File: config.mk
export PLATFORM = sky130hd
export DESIGN_NAME = uart_rx_frame_fsm
export DESIGN_NICKNAME = d
export VERILOG_FILES = /design/src/rtl/uart_rx_pkg.sv /design/src/rtl/uart_rx_frame_fsm.sv
export SDC_FILE = /design/constraint.sdc
export NUM_CORES = 1
export LEC_CHECK = 0
export ABC_AREA = 1
export CORE_UTILIZATION = 25
export CTS_BUF_LIST = sky130_fd_sc_hd__clkbuf_8
export DETAILED_ROUTE_END_ITERATION = 7
export SETUP_SLACK_MARGIN = 0.5
export SKIP_LAST_GASP = 1
export SYNTH_ARGS = -nofsm -noshare
export SYNTH_HDL_FRONTEND = slang
export SYNTH_SLANG_ARGS = --single-unit
File: constraint.sdc
create_clock -name i_clk -period 1.15 [get_ports i_clk]
set_input_delay 0.345 -clock i_clk [delete_from_list [all_inputs] [get_ports i_clk]]
set_output_delay 0.345 -clock i_clk [all_outputs]
set_load 0.1 [all_outputs]
File: src/rtl/uart_rx_pkg.sv
// Shared state encoding and sizing constants for the UART receive framing stage.
// Consumers: uart_rx_frame_fsm (parity state used only with UART_RX_PARITY_EN).
package uart_rx_pkg;

   localparam int unsigned DEF_DATA_BITS  = 8;
   localparam int unsigned DEF_OVERSAMPLE = 4;

   // A one-value counter still needs a single bit of storage.
   function automatic int unsigned cnt_width(input int unsigned n);
      return (n <= 1) ? 1 : $clog2(n);
   endfunction

   localparam int unsigned TICK_CNT_W = cnt_width(DEF_OVERSAMPLE);
   localparam int unsigned BIT_CNT_W  = cnt_width(DEF_DATA_BITS);

   typedef enum logic [2:0] {
      StIdle     = 3'd0,
      StData     = 3'd1,
      StParity   = 3'd2,
      StStop     = 3'd3,
      StWaitIdle = 3'd4
   } state_e;

endpackage

File: src/rtl/uart_rx_frame_fsm.sv
// UART receive framing FSM: start/data/(parity)/stop tracking on baud ticks, LSB-first assembly.
// Optional parity stage compiled in with the UART_RX_PARITY_EN macro.
module uart_rx_frame_fsm
   import uart_rx_pkg::*;
#(
   parameter int unsigned DATA_BITS  = DEF_DATA_BITS,
   parameter int unsigned OVERSAMPLE = DEF_OVERSAMPLE,
   parameter int unsigned PARITY_ODD = 0
) (
   input  logic                 i_clk,
   input  logic                 i_rst,
   input  logic                 i_baudclk,
   input  logic                 i_onedetected,
   input  logic                 i_zerodetected,
   output logic [DATA_BITS-1:0] o_data,
   output logic                 o_valid,
   output logic                 o_frame_err,
   output logic                 o_noise_err,
   output logic                 o_parity_err,
   output logic                 o_busy
);

   localparam int unsigned TICK_W = cnt_width(OVERSAMPLE);
   localparam int unsigned BIT_W  = cnt_width(DATA_BITS);
   localparam logic [TICK_W-1:0] TICK_LAST = TICK_W'(OVERSAMPLE - 1);
   localparam logic [BIT_W-1:0]  BIT_LAST  = BIT_W'(DATA_BITS - 1);

   if (DATA_BITS < 5 || DATA_BITS > 9 || OVERSAMPLE < 1 || PARITY_ODD > 1) begin : g_bad_params
      $error("uart_rx_frame_fsm: illegal parameter combination");
   end

   state_e               r_state;
   logic [TICK_W-1:0]    r_tick;
   logic [BIT_W-1:0]     r_bit;
   logic [DATA_BITS-1:0] r_shift;
   logic [DATA_BITS-1:0] r_data;
   logic                 r_noise;
   logic                 r_valid;
   logic                 r_frame_err;
   logic                 r_noise_err;
   logic                 r_busy;
`ifdef UART_RX_PARITY_EN
   logic                 r_par;
   logic                 r_parity_err;
`endif

   logic                 w_sample;
   logic                 w_bit;
   logic                 w_noisy;
   logic [TICK_W-1:0]    w_tick_next;

   // Neither flag set means the window was mixed: treat as 0 and remember the noise.
   assign w_sample    = (r_tick == TICK_LAST);
   assign w_bit       = i_onedetected;
   assign w_noisy     = ~i_onedetected & ~i_zerodetected;
   assign w_tick_next = w_sample ? '0 : r_tick + TICK_W'(1);

   always_ff @(posedge i_clk or posedge i_rst) begin
      if (i_rst) begin
         r_state     <= StIdle;
         r_tick      <= '0;
         r_bit       <= '0;
         r_shift     <= '0;
         r_data      <= '0;
         r_noise     <= 1'b0;
         r_valid     <= 1'b0;
         r_frame_err <= 1'b0;
         r_noise_err <= 1'b0;
         r_busy      <= 1'b0;
`ifdef UART_RX_PARITY_EN
         r_par        <= 1'b0;
         r_parity_err <= 1'b0;
`endif
      end else begin
         r_valid <= 1'b0;
         if (i_baudclk) begin
            unique case (r_state)
               StIdle: begin
                  if (i_zerodetected) begin
                     r_state <= StData;
                     r_tick  <= '0;
                     r_bit   <= '0;
                     r_noise <= 1'b0;
                     r_busy  <= 1'b1;
`ifdef UART_RX_PARITY_EN
                     r_par   <= (PARITY_ODD != 0);
`endif
                  end
               end
               StData: begin
                  r_tick <= w_tick_next;
                  if (w_sample) begin
                     r_shift <= {w_bit, r_shift[DATA_BITS-1:1]};
                     r_noise <= r_noise | w_noisy;
`ifdef UART_RX_PARITY_EN
                     r_par   <= r_par ^ w_bit;
`endif
                     if (r_bit == BIT_LAST) begin
                        r_bit   <= '0;
`ifdef UART_RX_PARITY_EN
                        r_state <= StParity;
`else
                        r_state <= StStop;
`endif
                     end else begin
                        r_bit <= r_bit + BIT_W'(1);
                     end
                  end
               end
`ifdef UART_RX_PARITY_EN
               StParity: begin
                  r_tick <= w_tick_next;
                  if (w_sample) begin
                     r_par   <= r_par ^ w_bit;
                     r_noise <= r_noise | w_noisy;
                     r_state <= StStop;
                  end
               end
`endif
               StStop: begin
                  r_tick <= w_tick_next;
                  if (w_sample) begin
                     r_data      <= r_shift;
                     r_frame_err <= ~w_bit;
                     r_noise_err <= r_noise | w_noisy;
`ifdef UART_RX_PARITY_EN
                     r_parity_err <= r_par;
`endif
                     r_valid     <= 1'b1;
                     // A low stop bit may be a break; wait for the line to go high again.
                     r_busy      <= ~w_bit;
                     r_state     <= w_bit ? StIdle : StWaitIdle;
                  end
               end
               StWaitIdle: begin
                  if (i_onedetected) begin
                     r_state <= StIdle;
                     r_busy  <= 1'b0;
                  end
               end
               default: begin
                  r_state <= StIdle;
                  r_busy  <= 1'b0;
               end
            endcase
         end
      end
   end

   assign o_data      = r_data;
   assign o_valid     = r_valid;
   assign o_frame_err = r_frame_err;
   assign o_noise_err = r_noise_err;
   assign o_busy      = r_busy;
`ifdef UART_RX_PARITY_EN
   assign o_parity_err = r_parity_err;
`else
   assign o_parity_err = 1'b0;
`endif

endmodule

Word level (Yosys, flattened, before mapping):

Cells that the tools add are included.

* $add $sub $neg: 2
* equal/unequal tests: 10
* multiplexer cells: 24
* bitwise operators: 5
* reduce and logical (&&, ||, !) cells: 10

Operator list (count)
* $mux W3: 9
* $pmux W3 S4: 1
* $ne A2 B2 Y1 const B: 5
* $reduce_and A3 Y1: 3
* $mux W1: 8
* $eq A3 B3 Y1 const B: 2
* $pmux W3 S2: 1
* $reduce_and A6 Y1: 1
* $reduce_and A5 Y1: 1
* $mux W2: 2
* $pmux W1 S4: 1
* $pmux W2 S2: 1
* $reduce_and A4 Y1: 1
* $reduce_bool A2 Y1: 2
* $add A3 B1 Y3 const B: 1
* $eq A3 B1 Y1 const B: 1
* $eq A3 B2 Y1 const B: 1
* $logic_not A3 Y1: 1
* $not A1 Y1: 3
* $add A2 B1 Y2 const B: 1
* $eq A2 B2 Y1 const B: 1
* $pmux W1 S2: 1
* $reduce_or A2 Y1: 1
* $and A1 B1 Y1: 1
* $or A1 B1 Y1: 1

* flip-flop bits (word level): 29
* input port bits: 5
* word-level logic and storage cells: 61

Longest topological paths before layout:

* depth after elaboration: 5
* mapped depth: 9
* depth with buffers taken out: 9

Worst setup path before layout:

Ideal clock, no wire load.

* path type: register to register
* start point: reg r_bit[0]
* end point: reg r_state[2]
* data arrival time: 1.128 ns
* data required time: 1.033 ns
* slack: -0.095 ns
* cell stages (with the launch flop): 8
* path buffers: 0
* cells stage by stage: dfrtp_1 > ha_1 > ha_1 > inv_1 > o21ai_0 > nand2_1 > nand2_1 > nand2_1

* cells in the longest elaborated chain, start to end: 3

RTL lines
* start: declaration: RTL line uart_rx_frame_fsm.sv:34 `logic [BIT_W-1:0] r_bit;`
* start signal: assignment: RTL line uart_rx_frame_fsm.sv:106 `r_bit <= r_bit + BIT_W'(1);`
* $eq A3 B3 Y1: RTL line uart_rx_frame_fsm.sv:98 `if (r_bit == BIT_LAST) begin`
* $ne A2 B2 Y1 (no line)
* $reduce_and A6 Y1 (no line)
* end signal: assignment: RTL line uart_rx_frame_fsm.sv:103 `r_state <= StStop;`
* end signal: assignment: RTL line uart_rx_frame_fsm.sv:132 `r_state <= w_bit ? StIdle : StWaitIdle;`
* end signal: assignment: RTL line uart_rx_frame_fsm.sv:137 `r_state <= StIdle;`
* end: declaration: RTL line uart_rx_frame_fsm.sv:32 `state_e r_state;`

Every way passes these cells.
A chain may end at the register's enable or synchronous reset.

Worst setup path after layout:

* start point: reg r_data[7], in the netlist o_data[7]
* end point: out o_data[7]

RTL lines
* start: declaration: RTL line uart_rx_frame_fsm.sv:36 `logic [DATA_BITS-1:0] r_data;`
* start signal: assignment: RTL line uart_rx_frame_fsm.sv:123 `r_data <= r_shift;`
* end: declaration: RTL line uart_rx_frame_fsm.sv:15 `output logic [DATA_BITS-1:0] o_data,`

No word-level cell between the ends.

==> results_dict.tcl <==
set metrics [dict create \
    outcome "finished, violations left" \
    violations_in_the_final_reports "setup timing" \
    synthesis.area_per_instance_um2 8.71 \
    nNetsFinal 226 \
    rsz0062_at_grt "yes" \
    met3_track_usage_gr_pct 2.40 \
    critical_path.max_fanout 2 \
    swShare_pct 41.5 \
    critical_path.startpoint_type "flip-flop" \
    globalRoute.busiestLayer "met2" \
    clock_power_share_pct 17.7 \
    num_vias 1244 \
    cp_cell_sequence "buf_12" \
    initial_core_util_pct 26.6 \
    seq_power_share_pct 30.1 \
    grt_start_max_net_pins 30 \
    summed_instance_area_of_the_synthesized_netlist_um2 1390 \
    placement.io_buffers 16 \
    dr.first_iter.drc_count 21 \
    p_leak_nw 1.11 \
    clock_latency_ns 0.28 \
    synth.net_count 167 \
    dp.final_hpwl_um 1910 \
    grt_antenna_before_repair 0 \
    path_buf_inv 1 \
    power_density_nw_per_um2 1790 \
    share_of_the_clock_period_used_by_the_worst_path_after_layout_pct 114 \
    fin_tns_setup_ns -4.28 \
    syn-instance-count 159 \
    gr-usage-met2_pct 21.3 \
    synthDominantCellAreaShare_pct 52.4 \
    rows 26 \
    die-width_um 76.4 \
    gp_congestion 0.833 \
    criticalPathCategory "flip-flop to output pin" \
    clkSinkCount 29 \
    critical_path.endpoint_type "output pin" \
    netlist_top_cells_count "sky130_fd_sc_hd__nand2_1, sky130_fd_sc_hd__dfrtp_1, sky130_fd_sc_hd__inv_1" \
    synth-main-ff-cell "sky130_fd_sc_hd__dfrtp_1" \
    wire_length_of_the_first_global_routing_pass_um 5980 \
    clock_tree_from_tritoncts "yes" \
    drv_slew 0 \
    coreArea_um2 5200 \
    clock_path_buffers 2 \
    layout-drive-gt1-share_pct 67.1 \
    power_switching_w 0.00191 \
    clock-root-buffer "sky130_fd_sc_hd__clkbuf_8" \
    die_footprint_um2 5840 \
    worst-endpoint-required_ns 0.81 \
    async_flop_share_pct 100 \
    top_level_i_o_count 18 \
    timing.max_cap.violations 0 \
    achievable-frequency_mhz 763 \
    numCtsBuffers 5 \
    syn_to_final_growth_pct 85.6 \
    synth.lib_cells_used.distinct 18 \
    clk_pin_slew_ns 0.07 \
    vdd_drop_max_v 0.00133 \
    grt.overflow.total 0 \
    synth_area_leader_cell "sky130_fd_sc_hd__dfrtp_1" \
    critPathMaxStageDelay_ns 0.50 \
    drc 0 \
    detail_route.wirelength_um 3700 \
    yosysSeqAreaShare_pct 52.4 \
    dieHeight_um 76.4 \
    p_int_w 0.00270 \
    htree_levels 2 \
    fin_crit_ns 1.31 \
    antenna_violating_nets_post_route 0 \
    avgRoutedWirePerCell_um 12.8 \
    synth.yosys.warnings 0 \
    met1_usage_pct 16.3 \
    report.final.hold_viol_count 0 \
    power_frac_comb_pct 52.2 \
    globalRouteTotalUtil_pct 13.0 \
    post_route_clock_skew_ns 0.00530 \
    first_global_vias 1254 \
    hold_class "input port to asynchronous set/reset pin" \
    timing.critical_path.arrival_ns 0.96 \
    report.final.setup_viol 41 \
    detail_route.vias_per_cell 4.30 \
    critPathSlowestCell "sky130_fd_sc_hd__dfrtp_4" \
    synth.most_common_cell "sky130_fd_sc_hd__nand2_1" \
    synth_area_leaders "sky130_fd_sc_hd__dfrtp_1, sky130_fd_sc_hd__nand2_1, sky130_fd_sc_hd__o21ai_2, sky130_fd_sc_hd__inv_1, sky130_fd_sc_hd__nand3_1" \
    fin_total_pwr_w 0.00461 \
    synth_enable_flop_cells 0 \
    synth-seq-cells 29 \
    crit_family "flip-flops" \
    antenna_cells 0 \
    total_iterations_of_the_first_detailed_routing_run 4 \
    final_critical_path_setup_slack_ns -0.160 \
]
## cell usage in the layout (no fill, tap or decap), types with 2 or more instances in the layout
| cell type | count |
|---|---|
| sky130_fd_sc_hd__clkdlybuf4s50_1 | 2 |
| sky130_fd_sc_hd__dfrtp_2 | 3 |
| sky130_fd_sc_hd__clkbuf_8 | 5 |
| sky130_fd_sc_hd__buf_6 | 10 |
| sky130_fd_sc_hd__nor2_1 | 4 |
| sky130_fd_sc_hd__dfrtp_4 | 12 |
| sky130_fd_sc_hd__o21ai_2 | 16 |
| sky130_fd_sc_hd__nand2_2 | 22 |
| sky130_fd_sc_hd__dfrtp_1 | 14 |
| sky130_fd_sc_hd__nand3_1 | 5 |
| sky130_fd_sc_hd__nand3_2 | 3 |
| sky130_fd_sc_hd__ha_4 | 2 |
| sky130_fd_sc_hd__buf_12 | 17 |
| sky130_fd_sc_hd__nand2_4 | 10 |
| sky130_fd_sc_hd__nand2_1 | 31 |
| sky130_fd_sc_hd__clkinv_2 | 2 |
| sky130_fd_sc_hd__nor2_4 | 6 |
| sky130_fd_sc_hd__nand2_8 | 6 |
| sky130_fd_sc_hd__buf_4 | 19 |
| sky130_fd_sc_hd__inv_4 | 2 |
| sky130_fd_sc_hd__inv_2 | 6 |
| sky130_fd_sc_hd__inv_1 | 11 |
## through the flow
step	hold WS [ns]	setup WS [ns]	instances	cell area (um2)	utilization (%)
after global placement	0.455	-0.403	253	1930	37.0
after global routing	0.493	-0.208	289	2570	49.4
after floorplan	0.255	0.0138	159	1490	-
after detailed placement	0.457	-0.394	253	1930	37.0
final	0.459	-0.160	289	2570	49.4
after CTS	0.454	-0.161	279	2370	45.5
## per-layer routing
metal | part of all wire [%] | wire length [um]
met4 | 1.9 | 71
met5 | 0 | 0
met3 | 2.4 | 88
met2 | 50 | 1850
met1 | 46 | 1690
## flip-flops by register name, indices dropped and copies added, names as in the netlist
name,flops
r_shift,8
r_bit,3
r_tick,2
o_valid,1
r_noise,1
o_noise_err,1
o_frame_err,1
o_busy,1
r_state,3
o_data,8
## what timing repair did
action                     4_1_cts  5_1_grt
buffers inserted                14        9
setup endpoints to repair       41       60
gates resized for setup         48       28
hold buffers                     0        0
cloned                           4        1
pin swaps                       15       12
## layout make-up
type	count	area, um2
clock inverters	3	13.8
clock buffers	5	68.8
repair buffers	51	662
fillers	474	2630
multi-input cells	110	860
inverters	21	105
well taps	70	87.6
flip-flops and latches	29	774
## power groups by stage
stage,clock network (W),logic (W),registers (W)
floorplan,0,0.000786,0.00157
global placement,0,0.00152,0.00136
detailed placement,0,0.00154,0.00136
CTS,0.000816,0.00208,0.00138
global route,0.000858,0.00259,0.00140
finish,0.000817,0.00241,0.00139
## logic make-up (layout without fill, tap and decap cells)
logic type | after synthesis | count (layout) | synth area share, %
and+or+nand+nor | 84 | 88 | 25.9
DFF | 29 | 29 | 52.4
buffers and inverters | 24 | 80 | 7.86
AOI/OAI and AO/OA | 18 | 18 | 10.8
adders and majority gates | 3 | 3 | 2.71
other | 1 | 1 | 0.271
## path summary, 6_finish.rpt
check,to,start,cells after the start,slack (ns)
max in group asynchronous,o_data[2],i_rst,3,0.54
min in group i_clk,r_shift[0],r_shift[0],2,0.49
min reg2reg,r_shift[0],r_shift[0],2,0.49
max reg2reg,o_noise_err,r_state[2],6,-0.13
min,o_data[0],i_rst,3,0.46
max,o_data[7],o_data[7],1,-0.16
Power figures use the tool's default switching activity.
